<file path="config.mk">
export PLATFORM = sky130hd
export DESIGN_NAME = enc_onehot2bin
export DESIGN_NICKNAME = d
export VERILOG_FILES = /design/src/rtl/enc_onehot2bin.sv
export SDC_FILE = /design/constraint.sdc
export NUM_CORES = 1
export LEC_CHECK = 0
export ABC_CLOCK_PERIOD_IN_PS = 2300
export CAP_MARGIN = 5
export CORE_AREA = 2 2 39 41
export CTS_CLUSTER_DIAMETER = 200
export DETAILED_ROUTE_END_ITERATION = 10
export DIE_AREA = 0 0 41 43
export GPL_TIMING_DRIVEN = 0
export PLACE_DENSITY = 0.75
export RECOVER_POWER = 25
export SLEW_MARGIN = 20
export SYNTH_ARGS = -nofsm -noshare
export SYNTH_HDL_FRONTEND = slang
export SYNTH_SLANG_ARGS = --single-unit
</file>
<file path="constraint.sdc">
create_clock -name clk_i -period 2.3 [get_ports clk_i]
set_input_delay 0.69 -clock clk_i [delete_from_list [all_inputs] [get_ports clk_i]]
set_output_delay 0.69 -clock clk_i [all_outputs]
set_load 0.05 [all_outputs]
</file>
<file path="src/rtl/enc_onehot2bin.sv">
// One-hot to binary encoder with a one-entry registered valid/ready output stage (1-cycle latency,
// in_ready_o = !out_valid_o | out_ready_i). Optional saturating error counter under ENC_ERRCNT_EN.
module enc_onehot2bin #(
  parameter int WIDTH = 15,
  parameter int BW    = 4
`ifdef ENC_ERRCNT_EN
  , parameter int CNT_W = 8
`endif
) (
  input  logic             clk_i,
  input  logic             rst_ni,
  input  logic             in_valid_i,
  output logic             in_ready_o,
  input  logic [WIDTH-1:0] in_i,
  output logic             out_valid_o,
  input  logic             out_ready_i,
  output logic [BW-1:0]    out_o,
  output logic             out_err_o
`ifdef ENC_ERRCNT_EN
  , input  logic             err_clr_i
  , output logic [CNT_W-1:0] err_cnt_o
`endif
);

  typedef enum logic {EMPTY = 1'b0, FULL = 1'b1} state_e;

  state_e          state_q, state_d;
  logic [BW-1:0]   out_q, out_d;
  logic            err_q, err_d;
  logic [BW-1:0]   enc_idx;
  logic            enc_err;
  logic            accept;
  logic            drain;

  // Scan downward so the lowest set bit wins when several are set.
  always_comb begin
    enc_idx = '0;
    for (int i = WIDTH - 1; i >= 0; i--) begin
      if (in_i[i]) enc_idx = BW'(i);
    end
  end

  // Exactly one-hot: nonzero and clearing the lowest set bit leaves nothing.
  assign enc_err = (in_i == '0) || ((in_i & (in_i - WIDTH'(1))) != '0);

  assign out_valid_o = (state_q == FULL);
  assign in_ready_o  = !out_valid_o || out_ready_i;
  assign accept      = in_valid_i && in_ready_o;
  assign drain       = out_valid_o && out_ready_i;

  // Result registers load only on accept, so input bits are never sampled while in_valid_i=0.
  always_comb begin
    state_d = state_q;
    out_d   = out_q;
    err_d   = err_q;
    unique case (state_q)
      EMPTY:   if (accept) state_d = FULL;
      FULL:    if (drain && !accept) state_d = EMPTY;
      default: state_d = EMPTY;
    endcase
    if (accept) begin
      out_d = enc_idx;
      err_d = enc_err;
    end
  end

  always_ff @(posedge clk_i or negedge rst_ni) begin
    if (!rst_ni) begin
      state_q <= EMPTY;
      out_q   <= '0;
      err_q   <= 1'b0;
    end else begin
      state_q <= state_d;
      out_q   <= out_d;
      err_q   <= err_d;
    end
  end

  assign out_o     = out_q;
  assign out_err_o = err_q;

`ifdef ENC_ERRCNT_EN
  logic [CNT_W-1:0] cnt_q, cnt_d;
  logic             err_acc;

  assign err_acc = accept && enc_err;

  // A clear coinciding with an errored accept still counts that word.
  always_comb begin
    cnt_d = cnt_q;
    if (err_clr_i)                     cnt_d = err_acc ? CNT_W'(1) : '0;
    else if (err_acc && cnt_q != '1)   cnt_d = cnt_q + CNT_W'(1);
  end

  always_ff @(posedge clk_i or negedge rst_ni) begin
    if (!rst_ni) cnt_q <= '0;
    else         cnt_q <= cnt_d;
  end

  assign err_cnt_o = cnt_q;
`endif

endmodule

</file>
# Word level (Yosys, flattened, before mapping)
# Index checks and enable logic that the tools add are counted.
[classes] n_bitwise=2 addsub=1 n_reduce_logical=9 n_mux=18
[op_table] operator="$mux 4" n=15
[op_table] operator="$and 15x15->15" n=1
[op_table] operator="$logic_not 15->1" n=1
[op_table] operator="$reduce_bool 15->1" n=1
[op_table] operator="$sub 15x1->15 const B" n=1
[op_table] operator="$logic_and 1x1->1" n=3
[op_table] operator="$logic_not 1->1" n=2
[op_table] operator="$logic_or 1x1->1" n=2
[op_table] operator="$mux 1" n=2
[op_table] operator="$pmux 1 s2" n=1
[op_table] operator="$not 1->1" n=1
[totals] reg_bits=6 inputBits=19 word_cells=33 out_inout_bits=7

# Longest topological paths before layout
[logic_depth] ltp_word=15 mapped_depth=5 mapped_depth_nobuf=5

# Worst setup path after synthesis
# No wires, ideal clock.
[synth_timing] kind="in2reg" startpoint="input port out_ready_i" endpoint="register err_q (netlist: out_err_o)" t_required_ps=2169 stages=5 setup_slack_ps=425 setup_time_ps=131 arrival_ps=1744 n_path_buf=0 path_cell_list="nand2b_1 -> and2_1 -> nand4_1 -> nor3_1 -> a31oi_1"
[synth_between] elab_chain_cells=2
[synth_rtl] element="start, declared" line_no="16" text="input logic out_ready_i,"
[synth_rtl] element="$logic_or 1x1->1" line_no="47" text="assign in_ready_o = !out_valid_o || out_ready_i;"
[synth_rtl] element="$logic_and 1x1->1" line_no="48" text="assign accept = in_valid_i && in_ready_o;"
[synth_rtl] element="end signal, assigned" line_no="75" text="err_q <= err_d;"
[synth_rtl] element="end, declared" line_no="29" text="logic err_q, err_d;"
# No other way between the ends.
# A chain may end at the register's enable or synchronous reset.

# Worst setup path after layout
[layout_timing] startpoint="input port in_i[3]" endpoint="register err_q (netlist: out_err_o)"
[layout_between] elab_chain_cells=4 word_cells_on_any_way=5 classes_between="add/sub (1); bitwise (1); reduce/logical (3)"
[layout_rtl] element="start, declared" line_no="14" text="input logic [WIDTH-1:0] in_i,"
[layout_rtl] element="$sub 15x1->15" line_no="44" text="assign enc_err = (in_i == '0) || ((in_i & (in_i - WIDTH'(1))) != '0);"
[layout_rtl] element="$and 15x15->15" line_no="44"
[layout_rtl] element="$reduce_bool 15->1" line_no="44"
[layout_rtl] element="$logic_or 1x1->1 *" line_no="44"
# Every way passes the cells marked *; elsewhere a longest branch is shown, timed or not.

==> metrics.txt <==
Final WS setup=0.0714 ns; Clk pwr share=0.279; average wire per standard cell=13.2 um; synth top area cells=dfrtp_1 30%, nor2_1 7.6%, nand2b_1 6.3%; vias in the first global route=586; max_slew headroom=0.670; detail-routed via count per cell=5.71; initial antenna violation count=0; Commonest cells post-synth=10 x nor2_1, 8 x nand2_1, 6 x dfrtp_1; Chip Height=43 um; layout cells sized above 1=0.0978; required time of the worst setup path=2.41 ns; Net Count, Synth=83; Worst EP arrival=2.34 ns; first-pass GRT wire length=2230 um; post-synth top area cell=dfrtp_1; synthesized instance count=64; Residual DRC=0; crit path max fanout=5; TritonCTS clock tree=built; DP HPWL=1180 um; Worst-Margin Slew=0.494 ns; row count=14; Sw Share=0.329; Avg Inst Size Synth=7.76 um^2; ANT nets after route=0; total track usage=0.184; EDFF count, synth=0; core footprint=1380 um^2; IO buf count=25; Peak Freq=0.449 GHz; post-synthesis sequential area ratio=0.302; maximum VDD drop=0.164 mV; total grt overflow=0; Layout Skew=0.00129 ns; DR iter-0 viols=15; Post-Syn Area=497 um^2; flops & latches, synth=6; vias post-DR=617; min cycle time layout=2.23 ns; nets@finish=113; Root Driver=clkbuf_4; CP Launch Type=primary input; Place WS=-0.539 ns; Leak=0.291 nW; Comb pwr share=0.379; Inserted Clock Buffers=3; kind of critical path=primary input to register; sequential share of power=0.341; largest net degree at the start of global routing=8; clk_lat worst skew=0.24 ns; ys async rst share=1.00; Ys Warns=0; RSZ-0062 raised after global routing=false; TritonRoute pass-1 iters=4; # IOs=26; pwr dens=425 nW/um^2; Clock Path Buffers=2; fin crit share=0.969; crit end category=register; ys flop type=dfrtp_1; ANT cells=0; final core utilization=0.576; drt total wl=1420 um; setup violators final=0; Pint=227 uW; Yosys cell types=25; Pins Over Slew Limit=0; global placement routability congestion=0.818; clock slew at reported path FFs=0.04 ns; hold crit path type=register to register; Setup TNS Final=0 ns; initial core utilization=0.359; max cap viols=0; synth-to-layout area growth=60.5%; Final Hold Fails=0; hold buffer count at cts=0; Sw Pwr=112 uW; Synth top area share=0.302; most frequent cell after synthesis=nor2_1; Clock H-tree levels=1; Clock Sink Count=6; status=complete, no violations; Die W=41 um; die area=1760 um^2
==> logic make-up (layout without fill, tap and decap cells) <==
| family | after synthesis | after routing | synth area share |
|---|---|---|---|
| compound gates | 20 | 20 | 0.282 |
| flops | 6 | 6 | 0.302 |
| simple gates | 35 | 35 | 0.380 |
| buf+inv | 2 | 30 | 0.0151 |
| mux | 1 | 1 | 0.0202 |
==> state kept, by name, summed over array words and instances (netlist names) <==
name	flops
out_o	4
out_err_o	1
out_valid_o	1
==> placed cells by master (no fill, tap or decap), drive strengths merged <==
| master | Yosys | final |
|---|---|---|
| o41ai | 1 | 1 |
| nand2 | 8 | 8 |
| buf | 0 | 1 |
| inv | 2 | 2 |
| a211oi | 2 | 2 |
| clkbuf | 0 | 3 |
| and2 | 1 | 1 |
| nand2b | 5 | 5 |
| mux2i | 1 | 1 |
| dlygate4sd3 | 0 | 1 |
| o21ai | 4 | 4 |
| o21bai | 1 | 1 |
| clkdlybuf4s50 | 0 | 23 |
| nand3 | 1 | 1 |
| a21oi | 4 | 4 |
| or4 | 1 | 1 |
| dfrtp | 6 | 6 |
| nand4 | 1 | 1 |
| nor4 | 2 | 2 |
| nor2 | 10 | 10 |
| a222oi | 1 | 1 |
| nor3 | 3 | 3 |
| a31oi | 2 | 2 |
| a2111o | 1 | 1 |
| or3 | 2 | 2 |
| nor2b | 1 | 1 |
| o31ai | 3 | 3 |
| o22ai | 1 | 1 |
==> power by group through the flow <==
stage          Clock, mW  Combinational [mW]  Sequential, mW
3_3_place_gp           0               0.125           0.117
4_1_cts           0.0996               0.127           0.116
5_1_grt            0.102               0.138           0.116
2_1_floorplan          0              0.0357           0.141
3_5_place_dp           0               0.127           0.117
6_report          0.0947               0.129           0.116
==> worst max-delay path, cell delays in order <==
cell,delay (ns)
clkdlybuf4s50_1,0.50
or4_4,0.63
nor3_2,0.16
nand2_1,0.13
o22ai_2,0.13
a31oi_1,0.10
==> timing repair <==
action / 4_1_cts / 5_1_grt
endpoints found under the setup margin: 1 / 2
gates resized for setup: 5 / 4
gates cloned: 0 / 0
setup buffers: 0 / 0
==> metrics by stage <==
step	instances	power, mW	hold slack (ns)	instance area [um^2]
2_1_floorplan	64	0.176	0.394	497
5_1_grt	108	0.357	0.503	797
6_report	108	0.339	0.471	797
3_5_place_dp	105	0.244	0.467	767
4_1_cts	108	0.342	0.476	785
3_3_place_gp	105	0.242	0.463	767
==> per-layer routing <==
layer  GRT usage  part of all wire
met1       0.174              0.38
met2       0.334              0.53
met3      0.0209             0.074
met4       0.120             0.011
met5           0                 0
==> layout make-up <==
class / count / area (um^2)
timing repair buffer: 25 / 248
inverter: 2 / 7.51
fill: 139 / 587
sequential: 6 / 150
multi-input combinational: 56 / 349
clock buffer: 3 / 22.5
tap: 16 / 20.0
==> path summary, 6_finish.rpt <==
kind	to	slack, ns	cells after the start	start
max in group asynchronous	out_o[3]	1.32	1	rst_ni
setup reg to reg	out_err_o	0.98	5	out_valid_o
setup / recovery	out_err_o	0.07	6	in_i[3]
hold / removal	out_o[2]	0.47	2	out_o[2]
min in group asynchronous	out_o[1]	0.76	1	rst_ni
hold reg to reg	out_o[2]	0.47	2	out_o[2]
(Power assumes the default switching activity.)
==> variant: new RTL, same settings <==
The parameter `BW` goes from 4 to 6.
--- a/src/rtl/enc_onehot2bin.sv
+++ b/src/rtl/enc_onehot2bin.sv
@@ -3,5 +3,5 @@
 module enc_onehot2bin #(
   parameter int WIDTH = 15,
-  parameter int BW    = 4
+  parameter int BW    = 6
 `ifdef ENC_ERRCNT_EN
   , parameter int CNT_W = 8
Ports: changed (resized out_o); port bits go from 26 to 28. No check against the original RTL was run, so the function may have changed too.
==> variant against the original RTL <==
- sequential share of layout area is 0.82 points lower
- routed wire length is 3.2% lower
- power is 2.4% higher
- synthesized cell count is 1.6% lower
- largest cell class unchanged
- cell area is 4.6% higher
- via count is 4.1% lower
- area after synthesis is 6.3% higher
- highest routed layer unchanged
- setup slack worse by 0.0031 ns
- global-route usage is 0.60 points lower
- sequential cell count stayed put
==> variant: results (changes against the original RTL) <==
| Metric | Value |
|---|---|
| Top post-synthesis cells by count | `6 x a21oi_1, 6 x dfrtp_1, 6 x nor2_1` |
| Layout filler cell count | `144 (+3.6%)` |
| Outcome | `finished, final reports clean` |
| Placer Congestion | `0.783 (-4.3%)` |
| First DRT Iteration DRCs | `10 (-5)` |
| Total track usage | `17.8% (-0.60 points)` |
| Vias in the first global route | `548 (-6.5%)` |
| Clk Latency, worst-skew pair | `0.24 ns (about the same)` |
| Synth Instances | `63 (-1.6%)` |
| Leak Pwr | `0.336 nW (+15%)` |
| R2r worst-path depth | `5 (unchanged)` |
| Synth cell types | `33 (+32%)` |
| Final Non-Filler Cells | `108 (unchanged)` |
| CP arrival | `2.33 ns` |
| Relative slew slack | `66.7% (-0.31 points)` |
| Hpwl dp | `1130 microns (-4.4%)` |
| Max VDD drop | `0.263 mV (+61%)` |
| DR vias/cell | `5.48 (-4.1%)` |
| Post-DP Area | `802 sq um (+4.6%)` |
| Post-synth ARST share | `100% (unchanged)` |
| Sequential share of the synthesized area | `28.4% (-1.8 points)` |
| Clock buffer count from CTS | `3 (unchanged)` |
| Hold crit path type | `flip-flop to flip-flop` |
| Max FFs per register | `4 (unchanged)` |
| Max FO, Critical Path | `7 (+2)` |
| Longest Clk Path Bufs | `2 (unchanged)` |
| Pin count of the biggest net entering global routing | `9 (+1)` |
| Layout cells sized above 1 | `10.9% (+1.1 points)` |
| Synth area leaders | `dfrtp_1 28%, a21oi_1 5.7%, nor2_1 4.3%` |
| Htree depth | `1 (unchanged)` |
| Max-slew violations | `0 (unchanged)` |
| Clock Tree Root | `clkbuf_4` |
| DRC | `0 (unchanged)` |
| Post-Route WL | `1380 microns (-3.2%)` |
| Main flop type after synthesis | `dfrtp_1` |
| First-pass GRT wire length | `2180 microns (-2.2%)` |
| Layout Skew | `0.00648 ns (+0.00519 ns)` |
| Depth of the worst hold-timing path | `2 (unchanged)` |
| Synth warn | `0 (unchanged)` |
| Antenna cells | `0 (unchanged)` |
==> variant: cell count changes after synthesis, sizes merged, moves of 3 or more <==
cell and change:
nor2 -3, nand2 -3, nand2b -3, maj3 +3
nor3 -3
==> variant: cell type report <==
cell class              instances  area, sq um  share of cell area, %
multi-input cells              53          355                   42.6
well taps                      16         20.0                   2.40
flip-flops and latches          6          150                   18.0
plain buffers                   2         15.0                   1.80
clock buffers                   3         22.5                   2.70
inverters                       3         11.3                   1.35
repair buffers                 25          259                   31.1
==> variant: worst max-delay path: stages <==
cell and delay (ns):
clkdlybuf4s50_1 0.55, maj3_1 0.41, a2111oi_0 0.38, and3_1 0.21, a31oi_1 0.08
==> variant: cell families (layout without fill, tap and decap cells) <==
group | count (synthesis) | after routing | share of synthesized area (%)
adders and majority gates | 3 | 3 | 5.92
buffers and inverters | 5 | 33 | 4.98
AOI/OAI and AO/OA | 24 | 24 | 33.2
DFF | 6 | 6 | 28.4
and+or+nand+nor | 23 | 23 | 25.1
other | 1 | 2 | 0.710
xor gates and xnor gates | 1 | 1 | 1.66
==> variant: through the flow <==
step	utilization, %	TNS, ns	setup slack, ns
finish	60.2	0	0.0683
CTS	59.4	0	0.00224
floorplan	-	0	0.220
global placement	58.0	-0.767	-0.539
global route	60.2	0	0.00186
detailed placement	58.0	-0.776	-0.543
==> variant: final timing paths <==
path                              from        end  slack [ns]
max                            in_i[3]  out_err_o        0.07
min                           out_o[1]   out_o[1]        0.47
max reg2reg                out_valid_o  out_err_o        0.77
min reg2reg                   out_o[1]   out_o[1]        0.47
max in group asynchronous       rst_ni   out_o[3]        1.32
min in group asynchronous       rst_ni   out_o[1]        0.76
==> variant: per-layer routing <==
layer  global-route usage [%]  vias to the layer above  routed length [microns]  share of wire, %
met5                        0                        -                        0                 0
li1                         -                      302                        -                 -
met4                     2.00                        0                        4              0.29
met1                     21.3                      264                      574                42
met2                     30.9                       24                      685                50
met3                     4.71                        2                      115               8.3
==> variant: what timing repair did <==
| action | CTS | global route |
|---|---|---|
| pin swaps | 0 | 1 |
| resized for setup | 6 | 4 |
| buffers inserted | 0 | 0 |
| setup endpoints to repair | 1 | 2 |
==> variant: power breakdown <==
part	switching (mW)	internal [mW]	total, mW
Sequential	0.00331	0.112	0.116
Combinational	0.0795	0.0575	0.137
Clock	0.0353	0.0589	0.0942
Total	0.118	0.229	0.347
